==> src/rtl/slt_iter_cmp.sv <==
// slt_iter_cmp
//   Multi-cycle compare unit for the ALU compare path. Operands are compared
//   CHUNK bits per cycle, most significant chunk first. The first chunk that
//   differs decides the outcome, and later chunks cannot override it.
//   Supported operations: SLT (signed <), SLTU (unsigned <), EQ, SLE (signed <=).
//
// Handshake: a transfer happens on a rising edge where valid && ready are
//   both high. The producer holds its payload steady until that edge. The
//   input side accepts only in IDLE. The output side presents out_valid in
//   DONE and keeps result steady until out_ready is seen.
//
// Ports
//   clk, rst       clock, asynchronous active-high reset
//   in_valid/in_ready, a, b, op    operation request (op: 0 SLT, 1 SLTU, 2 EQ, 3 SLE)
//   out_valid/out_ready, result    1-bit comparison result
//   busy           high while in CMP or DONE
//   dbg_state_o    current FSM state (0 IDLE, 1 CMP, 2 DONE)
module slt_iter_cmp #(
    parameter int WIDTH = 64,
    parameter int CHUNK = 16
) (
    input  logic             clk,
    input  logic             rst,
    input  logic             in_valid,
    output logic             in_ready,
    input  logic [WIDTH-1:0] a,
    input  logic [WIDTH-1:0] b,
    input  logic [1:0]       op,
    output logic             out_valid,
    input  logic             out_ready,
    output logic             result,
    output logic             busy,
    output logic [1:0]       dbg_state_o
);

    localparam int NCHUNK = WIDTH / CHUNK;
    localparam int IDXW   = (NCHUNK > 1) ? $clog2(NCHUNK) : 1;
    localparam logic [IDXW-1:0] IDX_LAST = IDXW'(NCHUNK - 1);

    generate
        if (WIDTH % CHUNK != 0) begin : g_bad_chunk
            $error("slt_iter_cmp: WIDTH must be a multiple of CHUNK");
        end
    endgenerate

    typedef enum logic [1:0] {
        S_IDLE = 2'd0,
        S_CMP  = 2'd1,
        S_DONE = 2'd2
    } state_t;

    typedef enum logic [1:0] {
        OP_SLT  = 2'd0,
        OP_SLTU = 2'd1,
        OP_EQ   = 2'd2,
        OP_SLE  = 2'd3
    } op_t;

    state_t            state_q, state_d;
    logic [IDXW-1:0]   idx_q, idx_d;
    logic              decided_q, decided_d;
    logic              lt_q, lt_d;
    logic [WIDTH-1:0]  a_q, a_d;
    logic [WIDTH-1:0]  b_q, b_d;
    logic [1:0]        op_q, op_d;
    logic              result_q, result_d;

    // Flipping the sign bit maps two's-complement order onto unsigned order,
    // so a single unsigned chunk comparator serves every operation.
    logic              sign_flip;
    logic [WIDTH-1:0]  a_cmp, b_cmp;
    logic [CHUNK-1:0]  chunk_a, chunk_b;

    assign sign_flip = (op_q == OP_SLT) || (op_q == OP_SLE);
    assign a_cmp     = a_q ^ {sign_flip, {(WIDTH-1){1'b0}}};
    assign b_cmp     = b_q ^ {sign_flip, {(WIDTH-1){1'b0}}};
    assign chunk_a   = a_cmp[idx_q*CHUNK +: CHUNK];
    assign chunk_b   = b_cmp[idx_q*CHUNK +: CHUNK];

    always_ff @(posedge clk or posedge rst) begin
        if (rst) begin
            state_q   <= S_IDLE;
            idx_q     <= '0;
            decided_q <= 1'b0;
            lt_q      <= 1'b0;
            a_q       <= '0;
            b_q       <= '0;
            op_q      <= '0;
            result_q  <= 1'b0;
        end else begin
            state_q   <= state_d;
            idx_q     <= idx_d;
            decided_q <= decided_d;
            lt_q      <= lt_d;
            a_q       <= a_d;
            b_q       <= b_d;
            op_q      <= op_d;
            result_q  <= result_d;
        end
    end

    always_comb begin
        state_d   = state_q;
        idx_d     = idx_q;
        decided_d = decided_q;
        lt_d      = lt_q;
        a_d       = a_q;
        b_d       = b_q;
        op_d      = op_q;
        result_d  = result_q;

        case (state_q)
            S_IDLE: begin
                if (in_valid) begin
                    a_d       = a;
                    b_d       = b;
                    op_d      = op;
                    idx_d     = IDX_LAST;
                    decided_d = 1'b0;
                    lt_d      = 1'b0;
                    state_d   = S_CMP;
                end
            end
            S_CMP: begin
                if (!decided_q && (chunk_a != chunk_b)) begin
                    decided_d = 1'b1;
                    lt_d      = (chunk_a < chunk_b);
                end
                if (idx_q == '0) begin
                    // The last chunk's verdict is folded in through the _d values.
                    state_d = S_DONE;
                    case (op_q)
                        OP_SLT, OP_SLTU: result_d = lt_d;
                        OP_EQ:           result_d = !decided_d;
                        default:         result_d = lt_d || !decided_d;
                    endcase
                end else begin
                    idx_d = idx_q - IDXW'(1);
                end
            end
            S_DONE: begin
                if (out_ready) begin
                    state_d = S_IDLE;
                end
            end
            default: state_d = S_IDLE;
        endcase
    end

    assign in_ready    = (state_q == S_IDLE);
    assign out_valid   = (state_q == S_DONE);
    assign busy        = (state_q != S_IDLE);
    assign result      = result_q;
    assign dbg_state_o = state_q;

endmodule

==> config.mk <==
export PLATFORM = sky130hd
export DESIGN_NAME = slt_iter_cmp
export DESIGN_NICKNAME = d
export VERILOG_FILES = /design/src/rtl/slt_iter_cmp.sv
export SDC_FILE = /design/constraint.sdc
export NUM_CORES = 1
export LEC_CHECK = 0
export CAP_MARGIN = 20
export CORE_ASPECT_RATIO = 1.75
export CORE_MARGIN = 2
export CORE_UTILIZATION = 40
export DETAILED_ROUTE_END_ITERATION = 16
export HOLD_SLACK_MARGIN = 0.1
export PLACE_DENSITY = 0.76
export SLEW_MARGIN = 20
export SYNTH_ARGS = -nofsm -noshare
export SYNTH_HDL_FRONTEND = slang
export SYNTH_SLANG_ARGS = --single-unit
export TNS_END_PERCENT = 30
==> constraint.sdc <==
create_clock -name clk -period 12.6 [get_ports clk]
set_clock_uncertainty 0.15 [all_clocks]
set_input_delay 2.52 -clock clk [delete_from_list [all_inputs] [get_ports clk]]
set_output_delay 2.52 -clock clk [all_outputs]
set_load 0.01 [all_outputs]
==> reports/qor.txt <==
routability congestion estimate: 0.817
Synth Net Count: 580
run status: completed
post-DR wirelength/cell: 19.7 um
clock latency on the worst-skew pair: 420 ps
Num CTS Buffers: 17
Worst Setup End Kind: flip-flop
setup TNS: 0 ps
antenna violations before repair: 1
startpoint types: input pin
# Post-CTS Setup Buffers: 0
top cells by area, synth: dfrtp_1 (53%), mux2_2 (22%), mux4_2 (11%)
PortBufs: 139
maximum capacitance violations: 0
I/O pin total: 140
Setup violations, final: 0
post-detail-place hpwl: 11.0 mm
gr ovfl total: 0
die height: 172 um
vias: 3995
Remaining DRCs: 0
Non-Filler Instances: 766
Critical Path, Cell by Cell: clkdlybuf4s50_1 > inv_1 > nor2_4 > buf_4 > buf_4 > mux2_2
final wirelength: 15.1 mm
H-tree levels: 4
critical path class: in2reg
Clock power frac: 22.9%
vias in the first global route: 4565
TritonCTS clock tree: yes
Switching Fraction: 31.4%
DRT Pass-1 Iters: 4
clk sinks: 137
Die W: 100 um
cts hold-fix bufs: 0
CP peak stage delay: 790 ps
Avg Cell Area, Syn: 15.2 um^2
global-route wire length before repair: 23.5 mm
top-area cell type share of the netlist area: 53.1%
starting utilization of the core area: 40.6%
clock slew at reported path FFs: 50 ps
multi-input logic area: 2810 um^2
DR iter-0 viols: 119
Pwr Total: 2220 uW
nets: 719
share of layout cells above drive strength 1: 35.9%
antenna-violating nets left: 0
Hold Vio Cnt, Final: 0
Synth Instances: 425
Buf+Inv Stages, Crit Path: 4
Core Area: 15900 um^2
Synth area leader: dfrtp_1
RSZ-0062 raised after global routing: no
Post-Place Cells: 734
GRT Util Overall: 18.4%
worst path required time: 12740 ps
Slowest-stage cell, CP: buf_4
Root Buffer: clkbuf_16
Flop pwr share: 36.0%
Post-Syn Area: 6450 um^2
Worst-Margin Slew: 921 ps
FILL cells: 1315
Hold Crit Class: reg2reg
Via-to-Cell Ratio: 5.22
WP data arrival: 5080 ps
Period minus WS final: 4940 ps
Setup WS pre-CTS: 7250 ps
leakage power: 0.00359 uW
most frequent CP cell: buf_4
largest net degree at the start of global routing: 79
sequential cell area: 3430 um^2
CP top delay family: buffers and inverters
die area: 17200 um^2
min setup slack post-route: 7660 ps
Final Max Slew Viols: 0
Pint: 1530 uW
crit share post-route: 39.2%
post-synthesis cell type count: 35
Synth Warn #: 0
Core Rows: 61
flops & latches, synth: 137
switching pwr: 698 uW
peak supply drop: 0.123 mV
Layout area overhead: 33.4%
Fmax: 202 MHz
CP Max Fanout: 69
Seq/Total Area, Yosys: 53.1%
Post-CTS Resized: 0
Slew HR: 38.6%
logic gate share of total power: 41.1%
maximum clock insertion buffer count: 2
cell area power density: 259 nW/um^2
## state kept, by name, summed over array words and instances, names as in the netlist
name,flops
a_q,64
b_q,64
dbg_state_o,2
decided_q,1
idx_q,2
lt_q,1
op_q,2
result,1
## routing by layer
metal	routed length [um]	vias to the layer above	share of wire, %	GRT usage [%]
met5	0	-	0	0
met4	609	0	4.0	8.87
met3	486	28	3.2	3.72
met2	8760	95	58	35.0
met1	5270	2038	35	18.8
li1	-	1834	-	-
## layout make-up
type,instances,share of cell area (%)
Multi-Input combinational cell,240,32.6
Sequential cell,137,39.9
Clock buffer,20,5.31
Timing Repair Buffer,143,16.6
Inverter,25,1.15
Antenna cell,1,0.0291
Tap cell,189,2.75
Clock inverter,11,1.72
## metrics by stage
stage                     hold slack (ps)  util [%]  cell area [um^2]
after floorplan                       325         -              6450
after global placement                334      50.4              7990
after detailed placement              340      50.4              7990
after CTS                             353      54.2              8600
after global routing                  360      54.2              8600
final                                 349      54.2              8600
## cells in the final DEF, fill, tap and decap left out, types with 3 or more instances in the layout
cell,netlist,final
a21oi_1,7,7
buf_4,8,3
bufinv_16,0,3
clkbuf_16,0,17
clkdlybuf4s50_1,0,139
clkinv_2,0,3
clkinv_4,0,3
dfrtp_1,137,135
ha_1,21,21
inv_1,25,24
mux2_2,128,128
mux4_2,32,32
nand2_1,6,6
nor2_1,8,8
nor2b_1,3,3
o21ai_0,7,7
## cell families after synthesis
logic type	synth area share, %
AOI/OAI and AO/OA	2.60
xor gates and xnor gates	0.272
DFF	53.1
and+or+nand+nor	2.81
adders and majority gates	4.07
muxes	33.7
buffers and inverters	3.43
## Yosys cell counts, drive strengths merged
library cell	instances
mux4	32
a211oi	3
mux2i	1
mux2	128
buf	17
nand4	4
a21oi	7
a21o	3
o311ai	1
xnor2	2
dfrtp	137
or4	2
nand2	6
a31oi	1
o211ai	1
o21a	1
nor2	9
o22a	1
nand3	2
clkbuf	6
o21ai	7
inv	25
nor4	2
or3	1
nor3	1
ha	21
nor2b	3
or2	1
## power by group through the flow
stage | sequential (uW) | clock [uW] | combinational, uW
2_1_floorplan | 745 | 0 | 734
3_3_place_gp | 790 | 0 | 894
3_5_place_dp | 811 | 0 | 932
4_1_cts | 805 | 518 | 937
5_1_grt | 832 | 537 | 1010
6_report | 801 | 509 | 914
## path summary, 6_finish.rpt
path / start / end / slack, ps / depth (start not counted)
max: in_valid / a_q[46] / 7660 / 6
min: a_q[62] / a_q[62] / 350 / 1
max reg2reg: idx_q[0] / lt_q / 8970 / 8
min reg2reg: a_q[62] / a_q[62] / 350 / 1
max in group asynchronous: rst / a_q[2] / 8790 / 3
min in group asynchronous: rst / a_q[38] / 2390 / 2
## worst register-to-register path, cell delays in order (launching register included)
cell and delay, ps:
dfrtp_2 340, buf_4 560, mux4_2 650, ha_1 350
nand4_2 150, nor4_2 100, or4_1 500, or4_4 530
o311ai_2 210
Note: power is estimated with default switching activity, not from simulation.
